### src/rtl/add_arbiter2_if.sv
// Two-requester shared-adder bus: request, adder and response signals.
// slave = arbiter view, master = environment view.
interface add_arbiter2_if;
   logic       req0_valid;
   logic       req1_valid;
   logic [7:0] req0_a;
   logic [7:0] req0_b;
   logic [7:0] req1_a;
   logic [7:0] req1_b;
   logic       req0_cin;
   logic       req1_cin;
   logic       req0_ready;
   logic       req1_ready;
   logic [7:0] add_a;
   logic [7:0] add_b;
   logic       add_cin;
   logic [7:0] add_s;
   logic       add_cout;
   logic       add_o;
   logic       rsp_valid;
   logic       rsp_id;
   logic [7:0] rsp_s;
   logic       rsp_cout;
   logic       rsp_o;
   logic       rsp_ready;
   logic [7:0] ovf_count;

   modport slave (
      input  req0_valid, req1_valid, req0_a, req0_b, req1_a, req1_b,
      input  req0_cin, req1_cin, add_s, add_cout, add_o, rsp_ready,
      output req0_ready, req1_ready, add_a, add_b, add_cin,
      output rsp_valid, rsp_id, rsp_s, rsp_cout, rsp_o, ovf_count
   );

   modport master (
      output req0_valid, req1_valid, req0_a, req0_b, req1_a, req1_b,
      output req0_cin, req1_cin, add_s, add_cout, add_o, rsp_ready,
      input  req0_ready, req1_ready, add_a, add_b, add_cin,
      input  rsp_valid, rsp_id, rsp_s, rsp_cout, rsp_o, ovf_count
   );
endinterface

### src/rtl/add_arbiter2.sv
// Two-way arbiter sharing one external 8-bit adder.
// Round-robin (FAIR=1) or fixed priority (FAIR=0); one op in flight.
module add_arbiter2 #(
   parameter bit FAIR = 1'b1
) (
   input logic          clk,
   input logic          rst_n,
   add_arbiter2_if.slave bus
);
   typedef enum logic [1:0] {IDLE, EXEC, HOLD} state_t;

   state_t     state;
   logic [7:0] op_a;
   logic [7:0] op_b;
   logic       op_cin;
   logic       last_grant;
   logic       id_q;
   logic       rsp_valid_q;
   logic [7:0] rsp_s_q;
   logic       rsp_cout_q;
   logic       rsp_o_q;
   logic [7:0] ovf_q;
   logic       win;
   logic       any_req;

   always_comb begin
      any_req = bus.req0_valid | bus.req1_valid;
      win     = bus.req1_valid & ~bus.req0_valid;
      if (FAIR) begin
         if (bus.req0_valid && bus.req1_valid)
            win = ~last_grant;
      end
   end

   // Ready is gated by rst_n so nothing is accepted while held in reset.
   assign bus.req0_ready = rst_n && (state == IDLE) && bus.req0_valid && !win;
   assign bus.req1_ready = rst_n && (state == IDLE) && bus.req1_valid && win;

   assign bus.add_a     = op_a;
   assign bus.add_b     = op_b;
   assign bus.add_cin   = op_cin;
   assign bus.rsp_valid = rsp_valid_q;
   assign bus.rsp_id    = id_q;
   assign bus.rsp_s     = rsp_s_q;
   assign bus.rsp_cout  = rsp_cout_q;
   assign bus.rsp_o     = rsp_o_q;
   assign bus.ovf_count = ovf_q;

   always_ff @(posedge clk or negedge rst_n) begin
      if (!rst_n) begin
         state       <= IDLE;
         op_a        <= '0;
         op_b        <= '0;
         op_cin      <= 1'b0;
         last_grant  <= 1'b1;
         id_q        <= 1'b0;
         rsp_valid_q <= 1'b0;
         rsp_s_q     <= '0;
         rsp_cout_q  <= 1'b0;
         rsp_o_q     <= 1'b0;
         ovf_q       <= '0;
      end else begin
         unique case (state)
            IDLE: begin
               if (any_req) begin
                  op_a       <= win ? bus.req1_a : bus.req0_a;
                  op_b       <= win ? bus.req1_b : bus.req0_b;
                  op_cin     <= win ? bus.req1_cin : bus.req0_cin;
                  id_q       <= win;
                  last_grant <= win;
                  state      <= EXEC;
               end
            end
            EXEC: begin
               rsp_s_q     <= bus.add_s;
               rsp_cout_q  <= bus.add_cout;
               rsp_o_q     <= bus.add_o;
               rsp_valid_q <= 1'b1;
               if (bus.add_o && ovf_q != 8'hFF)
                  ovf_q <= ovf_q + 8'd1;
               state <= HOLD;
            end
            HOLD: begin
               if (bus.rsp_ready) begin
                  rsp_valid_q <= 1'b0;
                  state       <= IDLE;
               end
            end
            default: state <= IDLE;
         endcase
      end
   end
endmodule
### src/flat_wrapper.sv
// flat-port wrapper written by rule: the top's interface ports become plain ports
module add_arbiter2_flat 
#(
   parameter bit FAIR = 1'b1
)
  (clk, rst_n, bus_req0_valid, bus_req1_valid, bus_req0_a, bus_req0_b, bus_req1_a, bus_req1_b, bus_req0_cin, bus_req1_cin, bus_add_s, bus_add_cout, bus_add_o, bus_rsp_ready, bus_req0_ready, bus_req1_ready, bus_add_a, bus_add_b, bus_add_cin, bus_rsp_valid, bus_rsp_id, bus_rsp_s, bus_rsp_cout, bus_rsp_o, bus_ovf_count);
  add_arbiter2_if bus_i ();
  input logic clk;
  input logic rst_n;
  input wire logic [$bits(bus_i.req0_valid)-1:0] bus_req0_valid;
  input wire logic [$bits(bus_i.req1_valid)-1:0] bus_req1_valid;
  input wire logic [$bits(bus_i.req0_a)-1:0] bus_req0_a;
  input wire logic [$bits(bus_i.req0_b)-1:0] bus_req0_b;
  input wire logic [$bits(bus_i.req1_a)-1:0] bus_req1_a;
  input wire logic [$bits(bus_i.req1_b)-1:0] bus_req1_b;
  input wire logic [$bits(bus_i.req0_cin)-1:0] bus_req0_cin;
  input wire logic [$bits(bus_i.req1_cin)-1:0] bus_req1_cin;
  input wire logic [$bits(bus_i.add_s)-1:0] bus_add_s;
  input wire logic [$bits(bus_i.add_cout)-1:0] bus_add_cout;
  input wire logic [$bits(bus_i.add_o)-1:0] bus_add_o;
  input wire logic [$bits(bus_i.rsp_ready)-1:0] bus_rsp_ready;
  output wire logic [$bits(bus_i.req0_ready)-1:0] bus_req0_ready;
  output wire logic [$bits(bus_i.req1_ready)-1:0] bus_req1_ready;
  output wire logic [$bits(bus_i.add_a)-1:0] bus_add_a;
  output wire logic [$bits(bus_i.add_b)-1:0] bus_add_b;
  output wire logic [$bits(bus_i.add_cin)-1:0] bus_add_cin;
  output wire logic [$bits(bus_i.rsp_valid)-1:0] bus_rsp_valid;
  output wire logic [$bits(bus_i.rsp_id)-1:0] bus_rsp_id;
  output wire logic [$bits(bus_i.rsp_s)-1:0] bus_rsp_s;
  output wire logic [$bits(bus_i.rsp_cout)-1:0] bus_rsp_cout;
  output wire logic [$bits(bus_i.rsp_o)-1:0] bus_rsp_o;
  output wire logic [$bits(bus_i.ovf_count)-1:0] bus_ovf_count;
  assign bus_i.req0_valid = bus_req0_valid;
  assign bus_i.req1_valid = bus_req1_valid;
  assign bus_i.req0_a = bus_req0_a;
  assign bus_i.req0_b = bus_req0_b;
  assign bus_i.req1_a = bus_req1_a;
  assign bus_i.req1_b = bus_req1_b;
  assign bus_i.req0_cin = bus_req0_cin;
  assign bus_i.req1_cin = bus_req1_cin;
  assign bus_i.add_s = bus_add_s;
  assign bus_i.add_cout = bus_add_cout;
  assign bus_i.add_o = bus_add_o;
  assign bus_i.rsp_ready = bus_rsp_ready;
  assign bus_req0_ready = bus_i.req0_ready;
  assign bus_req1_ready = bus_i.req1_ready;
  assign bus_add_a = bus_i.add_a;
  assign bus_add_b = bus_i.add_b;
  assign bus_add_cin = bus_i.add_cin;
  assign bus_rsp_valid = bus_i.rsp_valid;
  assign bus_rsp_id = bus_i.rsp_id;
  assign bus_rsp_s = bus_i.rsp_s;
  assign bus_rsp_cout = bus_i.rsp_cout;
  assign bus_rsp_o = bus_i.rsp_o;
  assign bus_ovf_count = bus_i.ovf_count;
  add_arbiter2 #(.FAIR(FAIR)) u_core (.clk(clk), .rst_n(rst_n), .bus(bus_i));
endmodule
### config.mk
export PLATFORM = sky130hd
export DESIGN_NAME = add_arbiter2_flat
export DESIGN_NICKNAME = d
export VERILOG_FILES = /design/src/rtl/add_arbiter2_if.sv /design/src/rtl/add_arbiter2.sv /design/src/flat_wrapper.sv
export SDC_FILE = /design/constraint.sdc
export NUM_CORES = 1
export LEC_CHECK = 0
export CORE_ASPECT_RATIO = 0.5
export CORE_MARGIN = 2
export CORE_UTILIZATION = 41
export DETAILED_ROUTE_END_ITERATION = 12
export HOLD_SLACK_MARGIN = 0.12
export PLACE_DENSITY = 0.8
export RECOVER_POWER = 25
export REMOVE_ABC_BUFFERS = 1
export SLEW_MARGIN = 20
export SYNTH_ARGS = -nofsm -noshare
export SYNTH_HDL_FRONTEND = slang
export SYNTH_SLANG_ARGS = --single-unit
### constraint.sdc
create_clock -name clk -period 1.8 [get_ports clk]
set_input_delay 0.36 -clock clk [delete_from_list [all_inputs] [get_ports clk]]
set_output_delay 0.36 -clock clk [all_outputs]
set_load 0.05 [all_outputs]
# ---- After elaboration in Yosys (flattened, before gate mapping)
# Cells that the tools add are included.
dict set report totals {
  register_bits 40
  latch_bits 0
  ram_bits 0
  rom_bits 0
  input_bits 49
  output_inout_bits 39
  wordCells 44
  n_memories 0
}
dict set report classes {
  n_addsub 1
  multipliers 0
  n_div 0
  order_cmp 0
  n_eq_ne 5
  shifts 0
  n_mux 9
  n_bitwise 4
  n_reduce_logical 14
}
# cell count
set ops {}
lappend ops {{$mux 8} 2}
lappend ops {{$add 8x1->8 const B} 1}
lappend ops {{$ne 8x8->1 const B} 1}
lappend ops {{$reduce_and 2->1} 4}
lappend ops {{$logic_and 1x1->1} 7}
lappend ops {{$pmux 2 s3} 1}
lappend ops {{$mux 2} 2}
lappend ops {{$mux 1} 3}
lappend ops {{$eq 2x1->1 const B} 1}
lappend ops {{$eq 2x2->1 const B} 1}
lappend ops {{$logic_not 2->1} 1}
lappend ops {{$ne 2x1->1 const B} 1}
lappend ops {{$ne 2x2->1 const B} 1}
lappend ops {{$not 1->1} 2}
lappend ops {{$pmux 1 s2} 1}
lappend ops {{$reduce_bool 2->1} 1}
lappend ops {{$and 1x1->1} 1}
lappend ops {{$logic_not 1->1} 1}
lappend ops {{$or 1x1->1} 1}

# ---- Longest topological paths before layout
# Gate-level depths: netlist of the first run.
dict set report depth {
  word_depth 5
  depth_mapped 6
  ltp_nobuf 4
}

# ---- Least setup slack after synthesis of the first run
# Ideal clock, no wire load.
dict set report synth_timing {
  path_type {reg-to-output}
  startpoint {reg u_core.last_grant}
  endpoint {out bus_req0_ready}
  arrival_ns 1.429
  slack_ns 0.011
  path_stages_with_launch 4
  n_path_buf 1
  path_cell_list {dfstp_2 a21boi_1 buf_4 nor2_1}
}
dict set report synth_via {
  elab_chain_cells 4
}
# element line_no
set synth_lines {}
lappend synth_lines {{from (decl)} add_arbiter2.sv:16} ;# logic last_grant;
lappend synth_lines {{from (signal assigned)} add_arbiter2.sv:70} ;# last_grant <= win;
lappend synth_lines {{$not 1->1} add_arbiter2.sv:31} ;# win = ~last_grant;
lappend synth_lines {{$mux 1} add_arbiter2.sv:30} ;# if (bus.req0_valid && bus.req1_valid)
lappend synth_lines {{$logic_not 1->1} add_arbiter2.sv:36} ;# assign bus.req0_ready = rst_n && (state == IDLE) && bus.req0_valid && !win;
lappend synth_lines {{$logic_and 1x1->1} add_arbiter2.sv:36}
lappend synth_lines {{to (decl)} flat_wrapper.sv:22} ;# output wire logic [$bits(bus_i.req0_ready)-1:0] bus_req0_ready;
# Every way passes these cells.

# ---- Worst setup path in the final report of the first run
dict set report layout_timing {
  startpoint {reg u_core.state[1]}
  endpoint {out bus_req0_ready}
}
dict set report layout_via {
  elab_chain_cells 4
}
# element line_no
set layout_lines {}
lappend layout_lines {{from (decl)} add_arbiter2.sv:12} ;# state_t state;
lappend layout_lines {{from (signal assigned)} add_arbiter2.sv:51} ;# state <= IDLE;
lappend layout_lines {{from (signal assigned)} add_arbiter2.sv:71} ;# state <= EXEC;
lappend layout_lines {{from (signal assigned)} add_arbiter2.sv:81} ;# state <= HOLD;
lappend layout_lines {{$logic_not 2->1} add_arbiter2.sv:36}
lappend layout_lines {{$logic_and 1x1->1 (3 in a row)} add_arbiter2.sv:36}
# Every way passes these cells.

==> results.md, run 1 <==
* Total CTS buffers at 5
* PwrDens at 1920 nW/um^2
* Number of global-route vias before repair at ~1600
* First-pass GRT wire length at ~7.5 mm
* Final RePlAce weighted congestion at roughly 0.81
* Dpl ws at -0.173 ns
* Syn-to-layout area delta at 55.7%
* Final core occ at between 60% and 70%
* Initial antenna violation count at 0
* Post-synth ARST share at 100%
* Core Area at about 4400 um^2
* Startpoint types: flop
* CP Data Arrival Time at ~1.4 ns
* Max Root-Sink Buffers at 2
* Main synth FF type: dfrtp_1
* Routed via count at ~1500
* Clock sink count at 40
* Gr ovfl total at 0
* Final TNS setup at 0 ns
* Critical R2R Launch: u_core.last_grant$_DFFE_PN1P_
* Max H-tree Level at 2
* Sw Pwr at around 0.0027 W
* Sw Share at between 40% and 50%
* Commonest non-fill, non-tap cell in the layout: buf_4
* Fin crit share at between 90% and 100%
* Syn Std Cell Area at 1910 um^2
* TritonCTS clock tree: yes
* EDFF count, synth at 0
* Die width at ~100 um
* Fin worst setup slack at 0.0660 ns
* Commonest non-fill, non-tap cells in the layout: 49 x buf_4, 45 x clkdlybuf4s50_1, 37 x dfrtp_1
* Final Power at approximately 0.0057 W
* Combinational group share of total power at roughly 58%
* Worst-margin pin slew at a little over 0.7 ns
* Max-slew headroom at a little over half
* Maximum Capacitance Violations at 0
* Final WL at 4.68 mm
* Avg Vias per Cell at approximately 4.8
* Pre-antenna DRT Iters at 4
* Status: completed
* Synth Warn # at 0
* Clock Skew at between 0.009 and 0.01 ns
* Tmin final at approximately 1.7 ns
* Die H at ~52 um
* Peak VDD IR at around 670 uV
* Routed Antenna Nets at 0
* CP Class: reg2out
* Worst Path Required at about 1.4 ns
* Detailed placer's ending HPWL at ~3.5 mm
* # IOs at 88
* CP Max Fanout at 8
* RSZ-0062 raised after global routing: true
* Critical Path Start: u_core.state[1]$_DFFE_PN0P_
* Final setup violation count at 0
* Nets@finish at between 300 and 400
* Cells after Synth at ~160
* Cell Int Power at 0.00299 W
* Clk network pwr share at a little over an eighth
* Tot GR Track Use at between 10% and 20%
* Clk Latency, worst-skew pair at 0.30 ns
* Clock slew at reported path FFs at approximately 0.090 ns
* Residual DRC count at 0
* Drt initial violations at 27
* CTS root buf: clkbuf_8
* Max Fclk at slightly below 600 MHz
* Sequential share of power at 29.2%
* Max-slew violations at 0
* Fin. Hold Viols at 0
* Starting Density at between 40% and 50%
* Hold Path Class: in2async
* Yosys cell types at 38
* Die area at 5240 um^2
* Seq/Total Area, Yosys at a little over half
* Port Buffer Count at a little under 90
* Critical Path Sink Type: output pin
* Num rows at 17
* Largest net degree at the start of global routing at 31
* Share of cells above drive strength 1 at about two fifths
* Avg Inst Size Synth at around 12 um^2
* Ant. Diodes at 0
* LEAKAGE at roughly 1.4 nW
* Seq cells post-synth at 40
* Avg WL per Cell at around 15 um
==> routing by layer <==
metal,GRT usage [%],vias up,wire length (um)
met5,0,-,0
met4,7.08,0,91
met3,4.80,10,157
met2,35.6,33,2570
met1,21.5,740,1860
li1,-,744,-
==> critical path, cell delays in order (launching register included) <==
cell	delay, ns
dfrtp_2	0.48
nor2_4	0.19
nand3_1	0.11
nor2_1	0.13
buf_6	0.17
==> cells by family after synthesis <==
logic type	Yosys count	share of synthesized area [%]
adders and majority gates	1	0.656
buffers and inverters	10	4.01
xor gates and xnor gates	4	1.84
AOI/OAI and AO/OA	13	4.33
and+or+nand+nor	52	13.2
DFF	40	52.6
muxes	37	23.4
==> worst paths after layout <==
path                                                        to  slack (ns)  cells after the start
min reg2reg                    u_core.bus.rsp_s[1]$_DFFE_PN0P_        0.49                      2
min                        u_core.bus.ovf_count[3]$_DFFE_PN0P_        0.24                      2
min in group clk                 u_core.last_grant$_DFFE_PN1P_        0.45                      3
max reg2reg                    u_core.bus.add_a[6]$_DFFE_PN0P_        0.18                      5
max                                             bus_req0_ready        0.07                      4
max in group asynchronous        u_core.last_grant$_DFFE_PN1P_        1.01                      3
==> final cells by class <==
cell class	instances	area, um^2
Multi-Input combinational cell	107	842
Timing Repair Buffer	103	926
Clock buffer	5	68.8
Sequential cell	40	1000
Inverter	2	7.51
Fill cell	332	1460
Clock inverter	3	46.3
Tap cell	57	71.3
==> synth_stat cells, drive strengths merged (2+ instances only) <==
master,number,area share (%)
o21ai,3,0.79
nand2,33,6.5
a21oi,3,0.79
dfrtp,39,51
nand4b,2,0.92
nand3,2,0.53
mux2,36,23
inv,2,0.39
nor2,3,0.99
xor2,3,1.4
nor3,2,0.53
and3,2,0.72
a21o,2,0.79
nor4,2,0.66
buf,7,3.4
==> flip-flops by register name, summed over array words and instances (netlist names) <==
| signal | count |
|---|---|
| u_core.bus.add_a | 8 |
| u_core.bus.add_b | 8 |
| u_core.bus.add_cin | 1 |
| u_core.bus.ovf_count | 8 |
| u_core.bus.rsp_cout | 1 |
| u_core.bus.rsp_id | 1 |
| u_core.bus.rsp_o | 1 |
| u_core.bus.rsp_s | 8 |
| u_core.bus.rsp_valid | 1 |
| u_core.last_grant | 1 |
| u_core.state | 2 |
==> power by group through the flow <==
stage | registers [W] | logic (W) | clock network, W
finish | 0.00166 | 0.00328 | 0.000746
detailed placement | 0.00166 | 0.00328 | 0
floorplan | 0.00293 | 0.000881 | 0
global placement | 0.00165 | 0.00322 | 0
global route | 0.00171 | 0.00347 | 0.000804
CTS | 0.00166 | 0.00330 | 0.000763
==> stage by stage <==
stage                     cell area (um^2)  cells  hold WS [ns]
after floorplan                       1840    149        0.0644
after global placement                2810    307         0.333
after detailed placement              2810    307         0.336
after CTS                             2950    316         0.121
after global routing                  2970    317         0.313
final                                 2970    317         0.244
==> timing repair <==
item                                    4_1_cts  5_1_grt
pin swaps                                     0        2
hold buffers                                  1        0
setup buffers                                 1        1
endpoints found under the setup margin        2       17
resized for setup                             2        6
hold endpoints to repair                      9        0
(Power assumes the default switching activity.)
==> inputs of run 2 (changes only) <==
GPL_ROUTABILITY_DRIVEN = 0   (was not set)
SKIP_CTS_REPAIR_TIMING = 1   (was not set)
==> results.md, run 2 (synthesized netlist as in run 1, its figures left out) <==
* Port Buffer Count at a little under 90
* Detailed placer's ending HPWL at 3.54 mm
* Worst-margin pin slew at between 0.7 and 0.8 ns
* Max Fclk at roughly 570 MHz
* CP Max Fanout at 4
* Die H at ~52 um
* Core Area at 4420 um^2
* Max H-tree Level at 2
* Status: completed
* Nets@finish at 309
* Starting Density at 43.1%
* TritonCTS clock tree: yes
* Post-DP Area at between 2000 and 3000 um^2
* Peak VDD IR at approximately 670 uV
* CTS root buf: clkbuf_8
* Pre-antenna DRT Iters at 4
* Final setup violation count at 0
* CP Class: reg2out
* # IOs at between 80 and 90
* Tot GR Track Use at between 10% and 20%
* Worst Path Required at about 1.4 ns
* Final Non-Filler Cells at around 320
* LEAKAGE at around 1.4 nW
* Final core occ at 66.9%
* Hold Path Class: in2async
* Critical Path Start: u_core.last_grant$_DFFE_PN1P_
* Max Root-Sink Buffers at 2
* Initial antenna violation count at 0
* Max-slew headroom at a little over half
* Depth of the worst register-to-register path at 5
* Largest net degree at the start of global routing at 31
* Startpoint types: flop
* CP Data Arrival Time at 1.38 ns
* Tmin final at approximately 1.7 ns
* Placed cell count at 307
* Flop-to-flop setup slack at 0.27 ns
* Residual DRC count at 0
* Clk Latency, worst-skew pair at roughly 0.30 ns
* RSZ-0062 raised after global routing: false
* RR Endpoint: u_core.bus.add_a[3]$_DFFE_PN0P_
* Clock Skew at 0.00999 ns
* Fin. Hold Viols at 0
* Routed Antenna Nets at 0
* Sequential share of power at about 29%
* Clock slew at reported path FFs at approximately 0.090 ns
* Sw Share at 47.4%
* Final TNS setup at 0 ns
* Clk network pwr share at 13.1%
* Final WL at 4.67 mm
* PwrDens at between 1500 and 2000 nW/um^2
* Share of cells above drive strength 1 at 38.8%
* Num rows at 17
* Maximum Capacitance Violations at 0
* Fin crit share at 96.8%
* Commonest non-fill, non-tap cells in the layout: 50 x buf_4, 45 x clkdlybuf4s50_1, 37 x dfrtp_1
* Commonest non-fill, non-tap cell in the layout: buf_4
* Total CTS buffers at 5
* Critical Path Sink Type: output pin
* Avg WL per Cell at 14.7 um
* Combinational group share of total power at about 58%
* Routed via count at 1534
* Drt initial violations at 25
* # fillers at about 340
* Gr ovfl total at 0
* Sw Pwr at roughly 0.0027 W
* Max-slew violations at 0
* Number of global-route vias before repair at around 1600
* Avg Vias per Cell at 4.84
* First-pass GRT wire length at 7.47 mm
* Clock sink count at 40
* Cell Int Power at about 0.0030 W
* Syn-to-layout area delta at 55.4%
* Ant. Diodes at 0
* Die width at about 100 um
* Critical R2R Launch: u_core.last_grant$_DFFE_PN1P_
* Die area at ~5200 um^2
* Post-route cell area at ~3000 um^2
[run 2: cell count changes in the layout (fill, tap and decap cells not counted)]
cell,change
buf_6,-1
buf_2,-1
buf_4,+1
clkbuf_1,+1
[run 2: cell type report]
class / instances / area, um^2 / area share (%)
sequential: 40 / 1000 / 33.9
clock buffer: 5 / 68.8 / 2.32
clock inverter: 3 / 46.3 / 1.56
inverter: 2 / 7.51 / 0.253
timing repair buffer: 103 / 921 / 31.1
multi-input combinational: 107 / 842 / 28.4
tap: 57 / 71.3 / 2.41
[run 2: worst max-delay path, cell delays in order, from the launching register on]
cell	delay, ns
dfstp_2	0.57
a21boi_4	0.08
buf_6	0.13
nor2_1	0.10
buf_4	0.21
[run 2: worst max-delay path by stage]
stage,to,slack (ns),cells after the start
after CTS,bus_req1_ready,-0.12,5
after global placement,u_core.bus.add_b[5]$_DFFE_PN0P_,-0.14,5
after floorplan,bus_req1_ready,-0.42,2
after detailed placement,u_core.bus.add_a[4]$_DFFE_PN0P_,-0.17,5
after global routing,bus_req0_ready,0.008,4
final,bus_req0_ready,0.06,4
[run 2: per-stage QoR]
stage	power (W)	hold WS, ns	setup WS, ns
after floorplan	0.00381	0.0644	-0.424
after global placement	0.00487	0.333	-0.143
after detailed placement	0.00494	0.336	-0.173
after CTS	0.00571	0.0164	-0.119
after global routing	0.00599	0.395	0.00831
final	0.00568	0.322	0.0577
[run 2: metal layers]
metal / GRT usage, % / share of wire (%)
met4: 6.16 / 1.4
met5: 0 / 0
met2: 35.8 / 55
met1: 21.4 / 40
met3: 4.80 / 3.6
[run 2: power by group through the flow]
stage | clock network, W | logic, W | registers [W]
finish | 0.000746 | 0.00328 | 0.00166
detailed placement | 0 | 0.00328 | 0.00166
global route | 0.000804 | 0.00347 | 0.00171
global placement | 0 | 0.00322 | 0.00165
CTS | 0.000763 | 0.00329 | 0.00165
floorplan | 0 | 0.000881 | 0.00293
==> inputs of run 3 (changes only) <==
CORE_UTILIZATION = 42   (was 41)
CTS_BUF_LIST = sky130_fd_sc_hd__clkbuf_2   (was not set)
GPL_ROUTABILITY_DRIVEN = 1   (was 0)
PLACE_DENSITY = 0.81   (was 0.8)
==> results.md, run 3 (synthesized netlist as in run 1, its figures left out) <==
* Die area at between 5000 and 6000 um^2
* Max H-tree Level at 2
* Clock sink count at 40
* Clock slew at reported path FFs at approximately 0.21 ns
* Die H at 51.6 um
* Fin. Hold Viols at 0
* Flop-to-flop setup slack at 0.15 ns
* LEAKAGE at between 1 and 1.5 nW
* # IOs at 88
* Hold Path Class: in2reg
* Final setup violation count at 2
* Tmin final at between 1.5 and 2 ns
* TritonCTS clock tree: yes
* Tot GR Track Use at between 10% and 20%
* Dpl ws at -0.174 ns
* Syn-to-layout area delta at 54.0%
* Port Buffer Count at 87
* Max-slew violations at 0
* Total CTS buffers at 5
* Max Root-Sink Buffers at 2
* Worst-margin pin slew at between 1 and 1.5 ns
* Final RePlAce weighted congestion at approximately 0.83
* CP Max Fanout at 5
* Max Fclk at about 530 MHz
* CP Class: reg2out
* Initial antenna violation count at 0
* Residual DRC count at 0
* Failing checks: setup timing
* Max-slew headroom at between 20% and 30%
* Num rows at 17
* Commonest non-fill, non-tap cells in the layout: 47 x clkdlybuf4s50_1, 47 x buf_4, 38 x dfrtp_1
* RSZ-0062 raised after global routing: true
* Nets@finish at approximately 300
* Final WL at 4.65 mm
* Final TNS setup at -0.157 ns
* Routed via count at ~1600
* Clk Latency, worst-skew pair at ~0.39 ns
* Critical Path Sink Type: output pin
* First-pass GRT wire length at about 7.3 mm
* Avg WL per Cell at 14.7 um
* Peak VDD IR at 634 uV
* Die width at 99.3 um
* Ant. Diodes at 0
* PwrDens at ~1900 nW/um^2
* Pre-antenna DRT Iters at 4
* Largest net degree at the start of global routing at 21
* Fin crit share at 105%
* Core Area at about 4400 um^2
* Post-DP Area at between 2000 and 3000 um^2
* Worst Path Required at ~1.4 ns
* Avg Vias per Cell at between 4 and 5
* Clock Skew at 0.0106 ns
* CP Data Arrival Time at 1.53 ns
* Gr ovfl total at 0
* Maximum Capacitance Violations at 0
* Starting Density at a little over two fifths
* Status: finished with violations
* Share of cells above drive strength 1 at between 30% and 40%
* Routed Antenna Nets at 0
* CTS root buf: clkbuf_2
* Drt initial violations at 31
* Post-route cell area at ~3000 um^2
* Detailed placer's ending HPWL at ~3.3 mm
* Startpoint types: flop
* Number of global-route vias before repair at about 1600
* Fin worst setup slack at -0.0915 ns
run 3: cell count changes in the layout (fill, tap and decap cells not counted), moves of 2 or more:
cell | before | now
clkbuf_8 | 5 | 0
dlymetal6s2s_1 | 2 | 0
clkbuf_1 | 1 | 3
clkdlybuf4s50_1 | 45 | 47
buf_4 | 50 | 47
clkbuf_2 | 1 | 5
run 3: final cells by class:
| cell class | instances | area (um^2) |
|---|---|---|
| clock buffers | 5 | 25.0 |
| clock inverters | 3 | 42.5 |
| fillers | 323 | 1450 |
| inverters | 2 | 7.51 |
| multi-input cells | 107 | 845 |
| flip-flops and latches | 40 | 1000 |
| well taps | 57 | 71.3 |
| repair buffers | 103 | 941 |
run 3: report_power, final:
group | switching (W) | internal [W] | leakage [nW]
Combinational | 0.00205 | 0.00126 | 0.852
Sequential | 0.000322 | 0.00132 | 0.484
Clock | 0.000312 | 0.000232 | 0.0390
run 3: stage by stage:
stage | total power [W] | hold WS, ns | util, % | instances
2_1_floorplan | 0.00381 | 0.0644 | - | 149
3_3_place_gp | 0.00486 | 0.379 | 63.9 | 304
3_5_place_dp | 0.00493 | 0.387 | 63.9 | 304
4_1_cts | 0.00548 | -0.0973 | 65.4 | 312
5_1_grt | 0.00578 | 0.451 | 67.0 | 317
6_report | 0.00550 | 0.458 | 67.0 | 317
run 3: path summary, 6_finish.rpt:
path | from | endpoint | cells after the start
worst max-delay path | u_core.last_grant$_DFFE_PN1P_ | bus_req1_ready | 4
worst min-delay path | bus_add_s[0] | u_core.bus.rsp_s[0]$_DFFE_PN0P_ | 3
worst max register to register | u_core.last_grant$_DFFE_PN1P_ | u_core.bus.add_a[5]$_DFFE_PN0P_ | 5
worst min register to register | u_core.bus.rsp_s[0]$_DFFE_PN0P_ | u_core.bus.rsp_s[0]$_DFFE_PN0P_ | 2
max in group asynchronous | rst_n | u_core.state[0]$_DFFE_PN0P_ | 3
min in group asynchronous | rst_n | u_core.bus.ovf_count[6]$_DFFE_PN0P_ | 3
run 3: routing by layer:
metal / share of wire (%) / vias to the layer above / GRT usage, % / routed length [um]
met3: 3.9 / 5 / 3.90 / 181
met5: 0 / - / 0 / 0
met2: 55 / 37 / 33.4 / 2570
met1: 40 / 767 / 22.1 / 1870
met4: 0.67 / 0 / 6.16 / 31
li1: - / 750 / - / -
run 3: worst max-delay path: stages (launching register included):
cell and delay, ns:
dfstp_2 0.62, a21boi_4 0.08, buf_12 0.13, and3_4 0.16, buf_12 0.14
==> RTL change: new RTL, settings of run 1 <==
Re-encode `state_t` (3 states) as one-hot, 3 bits wide.
--- a/src/rtl/add_arbiter2.sv
+++ b/src/rtl/add_arbiter2.sv
@@ -9,3 +9,3 @@
 );
-   typedef enum logic [1:0] {IDLE, EXEC, HOLD} state_t;
+   typedef enum logic [2:0] {IDLE = 3'b001, EXEC = 3'b010, HOLD = 3'b100} state_t;
 
Behaviour: no difference found for any inputs over 10 cycles, from zero or initial values and one cycle with rst_n low; not proved beyond that.
==> RTL change against run 1 <==
- the run now ends with setup timing left
- area after synthesis rose by 5.1%
- first-iteration DRC count rose by 37%
- critical endpoint unchanged
- setup slack got worse by 0.10 ns
- sequential share of layout area fell by 0.49 points
- final area rose by 3.9%
- fmax fell by 5.6%
- wire length rose by 3.6%
- worst hold slack improved by 0.11 ns
- sequential cell count rose by 1
- clock skew fell by 0.0062 ns
- highest routed layer unchanged
- synthesized cell count fell by 10%
- final cell count fell by 1.3%
- combinational power rose by 5%
- power rose by 0.35%
==> RTL change: results (changes against run 1) <==
stage;metric;value;unit;change
global_route;first-pass GRT wire length;7.60;mm;was 7.49 mm
timing;setup slack after layout;-0.0378;ns;was 0.0660 ns
worst_setup_path;CP max-delay cell;clkdlybuf4s50_1;;was dfrtp_2
placement;placed insts;296;;was 307
logic_synthesis;Synth Instances;141;;was 157
power_and_ir_drop;maximum vdd drop;0.00118;V;was 0.000670 V
finish;fillers;338;;was 332
run_status;failing checks;setup timing;;
logic_synthesis;register area share after synthesis;51.3;%;was 52.6%
route;mean number of vias per cell;4.88;;was 4.82
finish;share of cells above drive strength 1;35.2;%;was 39.2%
power_and_ir_drop;leakage;1.38;nW;was 1.41 nW
worst_setup_path;critical path fanouts, max;4;;was 8
clock_network;clk_lat worst skew;0.29;ns;
timing;Fin Setup TNS;-0.0738;ns;was 0 ns
run_status;status;finished, violations left;;was finished clean
route;initial DRC count;37;;was 27
worst_setup_path;cell family with most CP delay;buffers and inverters;;was flip-flops
placement;DP Wirelength;3.34;mm;was 3.54 mm
logic_synthesis;Post-synth top cells;dfrtp_1, mux2_1, mux2_4;;was dfrtp_1, nand2_1, mux2_2
timing;final setup fails;2;;was 0
logic_synthesis;post-synthesis cell type count;33;;was 38
placement;pre-CTS WS;-0.233;ns;was -0.173 ns
finish;non-filler cells, final;313;;was 317
worst_setup_path;Critical Path AT;1.48;ns;was 1.37 ns
timing;Final Skew;0.00383;ns;was 0.00999 ns
global_route;largest net degree at the start of global routing;41;;was 31
worst_setup_path;CP max stage delay;0.53;ns;was 0.48 ns
global_route;number of global-route vias before repair;1578;;was 1636
placement;RePlAce Congestion;0.814;;was 0.810
route;drt wl/cell;15.5;um;was 14.8 um
global_route;Tot GR Track Use;18.6;%;was 19.0%
worst_hold_path;Worst Hold Class;in2async;;unchanged
## RTL change: cells by family (layout without fill, tap and decap cells)
group	Yosys count	count (layout)	share of synthesized area (%)
flops	41	41	51.3
simple gates	28	28	8.81
compound gates	13	14	4.68
xor+xnor	2	2	0.875
fa+ha+maj	1	1	0.625
mux	48	48	30.2
buf+inv	8	113	3.50
## RTL change: layer usage
layer / global-route usage [%] / wire length (um) / vias to the layer above
met5: 0 / 0 / -
li1: - / - / 725
met1: 23.1 / 2180 / 774
met2: 32.8 / 2490 / 27
met4: 5.92 / 23 / 0
met3: 3.96 / 153 / 2
## RTL change: metrics by stage
stage          util, %  area (um^2)
6_report          67.7         3080
5_1_grt           67.7         3080
4_1_cts           67.0         3050
3_5_place_dp      63.6         2890
3_3_place_gp      63.6         2890
2_1_floorplan        -         1940
## RTL change: final timing paths
kind	start	to	slack, ns
max	bus_req0_valid	bus_req0_ready	-0.04
min	rst_n	u_core.bus.rsp_id	0.36
max reg2reg	u_core.state[0]	u_core.bus.add_b[0]	0.10
min reg2reg	u_core.bus.rsp_o	u_core.bus.rsp_o	0.49
max in group asynchronous	rst_n	u_core.bus.ovf_count[3]	0.85
min in group clk	u_core.bus.rsp_o	u_core.bus.rsp_o	0.49
## RTL change: repair_timing
item,CTS,global route
setup endpoints to repair,9,19
hold buffers,1,0
pin swaps,1,1
resized for setup,5,2
setup buffers,5,2
endpoints found under the hold margin,1,0
cloned,0,1
## RTL change: layout make-up
class	count	area share [%]
Sequential cell	41	33.4
Multi-Input combinational cell	93	30.5
Timing Repair Buffer	103	30.2
Clock buffer	8	2.92
Tap cell	66	2.68
Inverter	2	0.244
## RTL change: report_power, final
group	switching, mW	internal (mW)
Clock	0.306	0.313
Sequential	0.291	1.35
Combinational	2.02	1.42
